### src/rtl/vga_fb_prefetch.sv
// vga_fb_prefetch
//  Framebuffer prefetch engine. Walks a 2-D region (base, words per line, line
//  stride) one word at a time over the fb_access/fb_ack handshake and stores the
//  returned words in a show-ahead FIFO that the pixel renderer drains.
//
//  Parameters: DATA_W word width, ADDR_W word-address width (address sums wrap),
//              DEPTH FIFO depth (power of two, >= 2).
//  Ports:
//   clk, reset_n                 clock, asynchronous active-low reset
//   enable                       allow new fetch requests
//   frame_start                  1-cycle pulse: flush FIFO, restart walk at base_addr
//   base_addr, words_per_line,
//   line_stride                  frame geometry, latched on frame_start
//   fb_access/fb_address         request + address, held until fb_ack
//   fb_ack/fb_data               request completion and returned word
//   rd_en/rd_data/rd_valid       show-ahead FIFO read side
//   level                        words held
//   underflow                    1-cycle pulse on rd_en while empty
//  Optional: define VGA_FB_PREFETCH_STATS_EN to add underflow_count[15:0]
//  (saturating, cleared on frame_start).
module vga_fb_prefetch #(
    parameter int DATA_W = 16,
    parameter int ADDR_W = 16,
    parameter int DEPTH  = 8
) (
    input  logic                     clk,
    input  logic                     reset_n,
    input  logic                     enable,
    input  logic                     frame_start,
    input  logic [ADDR_W-1:0]        base_addr,
    input  logic [ADDR_W-1:0]        words_per_line,
    input  logic [ADDR_W-1:0]        line_stride,
    output logic                     fb_access,
    output logic [ADDR_W-1:0]        fb_address,
    input  logic                     fb_ack,
    input  logic [DATA_W-1:0]        fb_data,
    input  logic                     rd_en,
    output logic [DATA_W-1:0]        rd_data,
    output logic                     rd_valid,
    output logic [$clog2(DEPTH):0]   level,
`ifdef VGA_FB_PREFETCH_STATS_EN
    output logic [15:0]              underflow_count,
`endif
    output logic                     underflow
);
    localparam int PTR_W = $clog2(DEPTH);
    localparam int LVL_W = PTR_W + 1;
    localparam logic [LVL_W-1:0] LVL_FULL = LVL_W'(DEPTH);
    localparam logic [LVL_W-1:0] LVL_ONE  = LVL_W'(1);

    typedef enum logic [1:0] {IDLE, REQ, DRAIN} state_t;
    state_t state;

    logic [ADDR_W-1:0] line_addr, walk_addr, col, wpl_q, stride_q;
    logic [ADDR_W-1:0] line_nxt, walk_nxt, col_nxt, wpl_last;
    logic [DATA_W-1:0] mem [DEPTH];
    logic [DATA_W-1:0] head_nxt;
    logic [PTR_W-1:0]  wr_ptr, rd_ptr;
    logic [LVL_W-1:0]  level_nxt;
    logic              push, pop;

    // A word is kept only when it answers a request of the current frame and
    // no flush happens on the same edge; flush also suppresses pops.
    assign push     = (state == REQ) && fb_ack && !frame_start;
    assign pop      = rd_en && rd_valid && !frame_start;
    assign wpl_last = (wpl_q == '0) ? '0 : wpl_q - 1'b1;   // zero width acts as one

    // Next walk position (address of the next word to request).
    always_comb begin
        line_nxt = line_addr;
        walk_nxt = walk_addr;
        col_nxt  = col;
        if (frame_start) begin
            line_nxt = base_addr;
            walk_nxt = base_addr;
            col_nxt  = '0;
        end else if (push) begin
            if (col == wpl_last) begin
                line_nxt = line_addr + stride_q;
                walk_nxt = line_nxt;
                col_nxt  = '0;
            end else begin
                walk_nxt = walk_addr + 1'b1;
                col_nxt  = col + 1'b1;
            end
        end
    end

    // Registered show-ahead head: follows the word that will be at the head
    // after this edge; holds when the FIFO becomes or stays empty.
    always_comb begin
        head_nxt = rd_data;
        if (pop) begin
            if (level > LVL_ONE)
                head_nxt = mem[rd_ptr + 1'b1];
            else if (push)
                head_nxt = fb_data;
        end else if (push && level == '0) begin
            head_nxt = fb_data;
        end
    end

    always_comb begin
        level_nxt = level;
        if (push && !pop)
            level_nxt = level + LVL_ONE;
        else if (pop && !push)
            level_nxt = level - LVL_ONE;
    end

    always_ff @(posedge clk) begin
        if (push)
            mem[wr_ptr] <= fb_data;
    end

    always_ff @(posedge clk or negedge reset_n) begin
        if (!reset_n) begin
            state      <= IDLE;
            fb_access  <= 1'b0;
            fb_address <= '0;
            line_addr  <= '0;
            walk_addr  <= '0;
            col        <= '0;
            wpl_q      <= '0;
            stride_q   <= '0;
            wr_ptr     <= '0;
            rd_ptr     <= '0;
            level      <= '0;
            rd_valid   <= 1'b0;
            rd_data    <= '0;
            underflow  <= 1'b0;
        end else begin
            line_addr <= line_nxt;
            walk_addr <= walk_nxt;
            col       <= col_nxt;
            underflow <= rd_en && !rd_valid;
            rd_data   <= head_nxt;
            if (frame_start) begin
                wpl_q    <= words_per_line;
                stride_q <= line_stride;
                wr_ptr   <= '0;
                rd_ptr   <= '0;
                level    <= '0;
                rd_valid <= 1'b0;
            end else begin
                if (push) wr_ptr <= wr_ptr + 1'b1;
                if (pop)  rd_ptr <= rd_ptr + 1'b1;
                level    <= level_nxt;
                rd_valid <= (level_nxt != '0);
            end
            // The address on the bus is frozen for an outstanding request
            // (including one being drained); otherwise it tracks the walk.
            if (!(fb_access && !fb_ack))
                fb_address <= walk_nxt;
            case (state)
                IDLE: if (enable && level < LVL_FULL && !frame_start) begin
                    state     <= REQ;
                    fb_access <= 1'b1;
                end
                REQ: if (fb_ack) begin
                    state     <= IDLE;
                    fb_access <= 1'b0;
                end else if (frame_start) begin
                    state     <= DRAIN;
                end
                DRAIN: if (fb_ack) begin
                    state     <= IDLE;
                    fb_access <= 1'b0;
                end
                default: begin
                    state     <= IDLE;
                    fb_access <= 1'b0;
                end
            endcase
        end
    end

`ifdef VGA_FB_PREFETCH_STATS_EN
    always_ff @(posedge clk or negedge reset_n) begin
        if (!reset_n)
            underflow_count <= '0;
        else if (frame_start)
            underflow_count <= '0;
        else if (rd_en && !rd_valid && underflow_count != 16'hFFFF)
            underflow_count <= underflow_count + 16'd1;
    end
`endif

endmodule
### config.mk
export PLATFORM = sky130hd
export DESIGN_NAME = vga_fb_prefetch
export DESIGN_NICKNAME = d
export VERILOG_FILES = /design/src/rtl/vga_fb_prefetch.sv
export SDC_FILE = /design/constraint.sdc
export NUM_CORES = 1
export LEC_CHECK = 0
export ABC_AREA = 1
export ABC_CLOCK_PERIOD_IN_PS = 3500
export BUFFER_PORTS_ARGS = -buffer_cell sky130_fd_sc_hd__buf_2
export CORE_MARGIN = 10
export CORE_UTILIZATION = 31
export DETAILED_ROUTE_END_ITERATION = 7
export PLACE_DENSITY = 0.52
export SLEW_MARGIN = 20
export SYNTH_ARGS = -nofsm -noshare
export SYNTH_HDL_FRONTEND = slang
export SYNTH_SLANG_ARGS = --single-unit
### constraint.sdc
create_clock -name clk -period 3.5 [get_ports clk]
set_clock_uncertainty 0.2 [all_clocks]
set_input_delay 0.525 -clock clk [delete_from_list [all_inputs] [get_ports clk]]
set_output_delay 0.525 -clock clk [all_outputs]
set_load 0.1 [all_outputs]
Yosys cells after proc, flatten, opt, wreduce, memory -nomap -nowiden. Memory sizes are Yosys's and may differ from the RTL's. Cells that the tools add are included.

Flip-flop bits (word level): 127. Memory bits (writable): 128. Output and inout bits: 39. Memories kept: 1.

Memory list: mem (words 8, bits a word 16, rd ports 1, clocked after memory_dff 0, wr ports 1, RTL line 56) `logic [DATA_W-1:0] mem [DEPTH];`.

Add/subtract/negate cells: 8. Order comparisons: 2. Equal/unequal tests: 8. Multiplexer cells: 32. Reduce and logical (&&, ||, !) cells: 29.

Operator list (count): $mux W16 (14); $add A16 B1 Y16 const B (2); $add A16 B16 Y16 (1); $eq A16 B16 Y1 (1); $logic_not A16 Y1 (1); $sub A16 B1 Y16 const B (1); $mux W3 (4); $mux W4 (3); $logic_and A1 B1 Y1 (11); $mux W2 (4); $reduce_bool A2 Y1 (4); $add A3 B1 Y3 const B (2); $pmux W2 S3 (1); $reduce_and A2 Y1 (3); $logic_not A1 Y1 (5); $mux W1 (5); $add A4 B1 Y4 const B (1); $gt A4 B1 Y1 const B (1); $logic_not A4 Y1 (1); $lt A4 B4 Y1 const B (1); $ne A2 B2 Y1 const B (2); $reduce_bool A4 Y1 (1); $sub A4 B1 Y4 const B (1); $ne A3 B2 Y1 const B (1); 8 further kinds (8).

Longest topological paths before layout.
Depth after elaboration: 9. Mapped depth: 22.

Least setup slack after synthesis. No wires, ideal clock.

Path kind: input to register. Start point: input port frame_start. End point: memory mem[0][0] (enable). Setup time: 0.388 ns. Arrival time: 2.214 ns. Required time: 2.912 ns. Setup slack: 0.698 ns. Stages: 6. Buffers on the path: 3. Path through: clkbuf_1 nor2_1 clkbuf_1 buf_2 nand2_1 nor2_1.

Longest elaborated chain between the ends: 4.

Ends and longest elaborated chain: from (decl) (RTL line 29) `input logic frame_start,`; $logic_not A1 Y1 (RTL line 64) `assign push = (state == REQ) && fb_ack && !frame_start;`; $logic_and A1 B1 Y1 (RTL line 64); $mux W1 (RTL line 112) `if (push)`; $mux W1 (implied by the code) (RTL line 113) `mem[wr_ptr] <= fb_data;`; to (decl) (RTL line 56).

Every way passes these cells.

Final worst setup path.
Start point: register wpl_q[0]. End point: register line_addr[1].

Longest elaborated chain between the ends: 5. Elaborated cells between the ends (all ways): 6. Those cells by class: add/sub: 1; eq/ne: 1; mux: 1; reduce/logical: 3.

Ends and longest elaborated chain: from (decl) (RTL line 54) `logic [ADDR_W-1:0] line_addr, walk_addr, col, wpl_q, stride_q;`; from (signal assigned) (RTL line 139) `wpl_q <= words_per_line;`; $sub A16 B1 Y16 or $logic_not A16 Y1 (tied branches) (RTL line 66) `assign wpl_last = (wpl_q == '0) ? '0 : wpl_q - 1'b1;`; $mux W16 (*) (RTL line 66); $eq A16 B16 Y1 (*) (RTL line 78) `if (col == wpl_last) begin`; $reduce_bool A2 Y1 (no source line) (*); $reduce_and A2 Y1 (no source line) (*); to (signal assigned) (RTL line 133) `line_addr <= line_nxt;`; to (decl) (RTL line 54).

Mark *: on every way between the ends. The rest lies on a longest branch, timed or not. A chain may end at the register's enable or synchronous reset.

==> flow_summary.toml <==
[clock_network]
cts_setup_buffers = 0
clock_latency_ps = 590
clk_path_buf_depth = 3
numCtsBuffers = 30
root_buffer = "clkbuf_16"
cts-htree-levels = 1
cts_resized = 0
cts_sinks = 255
hold_buffers = 32
clk_transition_reported_paths_ps = 60
cts_tree = "yes"

[run_status]
status = "finished, final reports clean"

[floorplan]
rows = 74
die_area_mm2 = 0.0495
die_h_um = 222
coreArea_mm2 = 0.0406
ioPinCount = 109
die_x_um = 222
start_util_pct = 31.3

[global_routing]
gr-total-overflow = 0
grt_pass1_vias = 10317
grt_use_total_pct = 13.7
grt_max_degree = 68
grt_antenna_before_repair = 0
grt_pass1_wl_um = 55700

[synthesis]
yosys_warnings = 0
synthFlopType = "edfxtp_1"
yosysSeqAreaShare_pct = 55.3
synth_area_leader_cell = "edfxtp_1"
syn_inst = 1438
synthTopCellsByArea = "edfxtp_1 30%, dfrtp_1 25%, nand2_1 13%"
netlist_area_mm2 = 0.0127
synth_top_area_share_pct = 30.3
synthMostInstantiatedCell = "nand2_1"
async_flop_share_pct = 49.8
synth_commonest_cells = "431 x nand2_1, 146 x nor2_1, 128 x edfxtp_1"
syn-num-nets = 1536
synth_seq_cells = 255
synth_cell_types = 44
syn_area_per_cell_um2 = 8.83
synth_edf_count = 128

[power]
irDropWorstVdd_uv = 689
p_leak_nw = 6.80
power.density_mw_per_mm2 = 711
p_total_mw = 10.8

[timing]
rsz0062_at_grt = "no"
worstMarginPinSlew_ps = 779
relSlewSlack_pct = 47.8
finalHoldViolCount = 0
period_minus_slack_ps = 3100
fin_crit_sh_pct = 88.5
setup_slack_ps = 403
setup_violations = 0
finalSetupTns_ps = 0
drv_slew = 0
clock.fmax_mhz = 323

[route]
drtPass1Iterations = 5
via_per_inst = 4.80
wl_per_cell_um = 16.2
initialDrtViolationCount = 631
drt_wl_total_um = 34600
ant_nets = 0
drc_errors = 0
vias = 10270

[placed_design]
io_buffers = 108
dp_cells = 2054
pre_cts_slack_ps = 364
post-dp-hpwl_um = 23600
routabilityCongestion = 0.866

[final_layout]
multiInputGateArea_mm2 = 0.00498
seqCellArea_mm2 = 0.00702
fill_cells = 4134
drive_gt1_share_pct = 12.7
fin_cells = 2141
postLayoutCoreUtil_pct = 37.5
area_growth_pct = 19.9
diodes = 0
nets = 1684

[critical_path]
cp-end-kind = "flop"
crit_path_max_fanout = 35
r2r_cells = 15
worstReg2RegEnd = "line_addr[1]"
cp.required_ps = 3730
critPathArrivalTime_ps = 3330
rrSetupSlack_ps = 400
r2r-start = "wpl_q[0]"
worstSetupStartpointType = "flop"
critical_path_class = "reg2reg"

[min_path]
min_path_cells = 1
hold_start = "fb_data[12]"
holdCritPathClass = "in2reg"
worstHoldEndpoint = "mem[5][12]"

[job]
max_cap_violations = 0
[critical path, cell delays in order (launching register included)]
cell,delay (ps)
dfrtp_1,350
inv_1,130
ha_1,250
nand2_2,150
nor2_4,150
nand2_4,200
nand3b_1,160
nand2_1,60
nor2_1,120
nand2_2,110
nor2_8,130
nand3_2,80
nand2_2,160
nand2_4,170
inv_2,400
o21ai_0,140
[per-layer routing]
| layer | wire length, µm | track usage (%) |
|---|---|---|
| met1 | 15400 | 17.3 |
| met3 | 1570 | 2.53 |
| met5 | 0 | 0 |
| met4 | 939 | 4.18 |
| met2 | 16700 | 23.3 |
[cell families after synthesis]
group,Yosys count,synth area share (%)
XOR/XNOR,39,2.69
adder cells (fa/ha/maj),28,2.82
flip-flops,255,55.3
multiplexers,1,0.0886
AND/OR/NAND/NOR,707,23.1
AO/OA/AOI/OAI,234,10.5
buffers and inverters,174,5.62
[layout make-up]
type / count / area share [%]
clock inverter: 12 / 1.09
multi-input combinational: 1009 / 32.7
tap: 532 / 4.37
clock buffer: 43 / 5.45
inverter: 116 / 2.86
timing repair buffer: 174 / 7.45
sequential: 255 / 46.1
[sequential cells by signal, indices dropped and copies added, names as in the netlist, 2 cells and up]
name        cells
mem           128
wr_ptr          3
stride_q       16
col            16
fb_address     16
state           2
rd_ptr          3
level           4
walk_addr      16
rd_data        16
wpl_q          16
line_addr      16
[cell usage in the layout (no fill, tap or decap), drive strengths merged, types with 2 or more instances in the layout]
cell type / n
clkinv: 8
inv: 116
nand2: 437
o221ai: 16
dfrtp: 127
a21oi: 50
dlygate4sd3: 32
o211ai: 16
o22ai: 22
clkbuf: 43
nor3: 30
a21o: 2
nand3b: 5
o21ai: 120
nand3: 58
buf: 142
edfxtp: 128
xor2: 35
ha: 27
o31ai: 2
nand4: 22
xnor2: 4
nor2: 153
bufinv: 3
[where the power goes]
part	switching (mW)	internal [mW]	leakage (nW)
combinational	2.97	0.930	3.59
sequential	0.258	3.55	2.73
clock	1.25	1.87	0.478
[stage by stage]
step                instance area [µm²]  hold WS [ps]
floorplan                         12700          29.4
global placement                  13900           259
detailed placement                13900           259
CTS                               15200          5.51
global route                      15200          20.7
finish                            15200          31.6
[worst max-delay path by stage]
stage / startpoint / to / depth (start not counted)
after global routing: wpl_q[0] / line_addr[1] / 18
after CTS: wpl_q[0] / line_addr[1] / 15
after floorplan: frame_start / mem[0][0] / 6
after global placement: wpl_q[0] / line_addr[1] / 15
final: wpl_q[0] / line_addr[1] / 15
after detailed placement: wpl_q[0] / line_addr[1] / 15
Note: power is estimated with default switching activity, not from simulation.
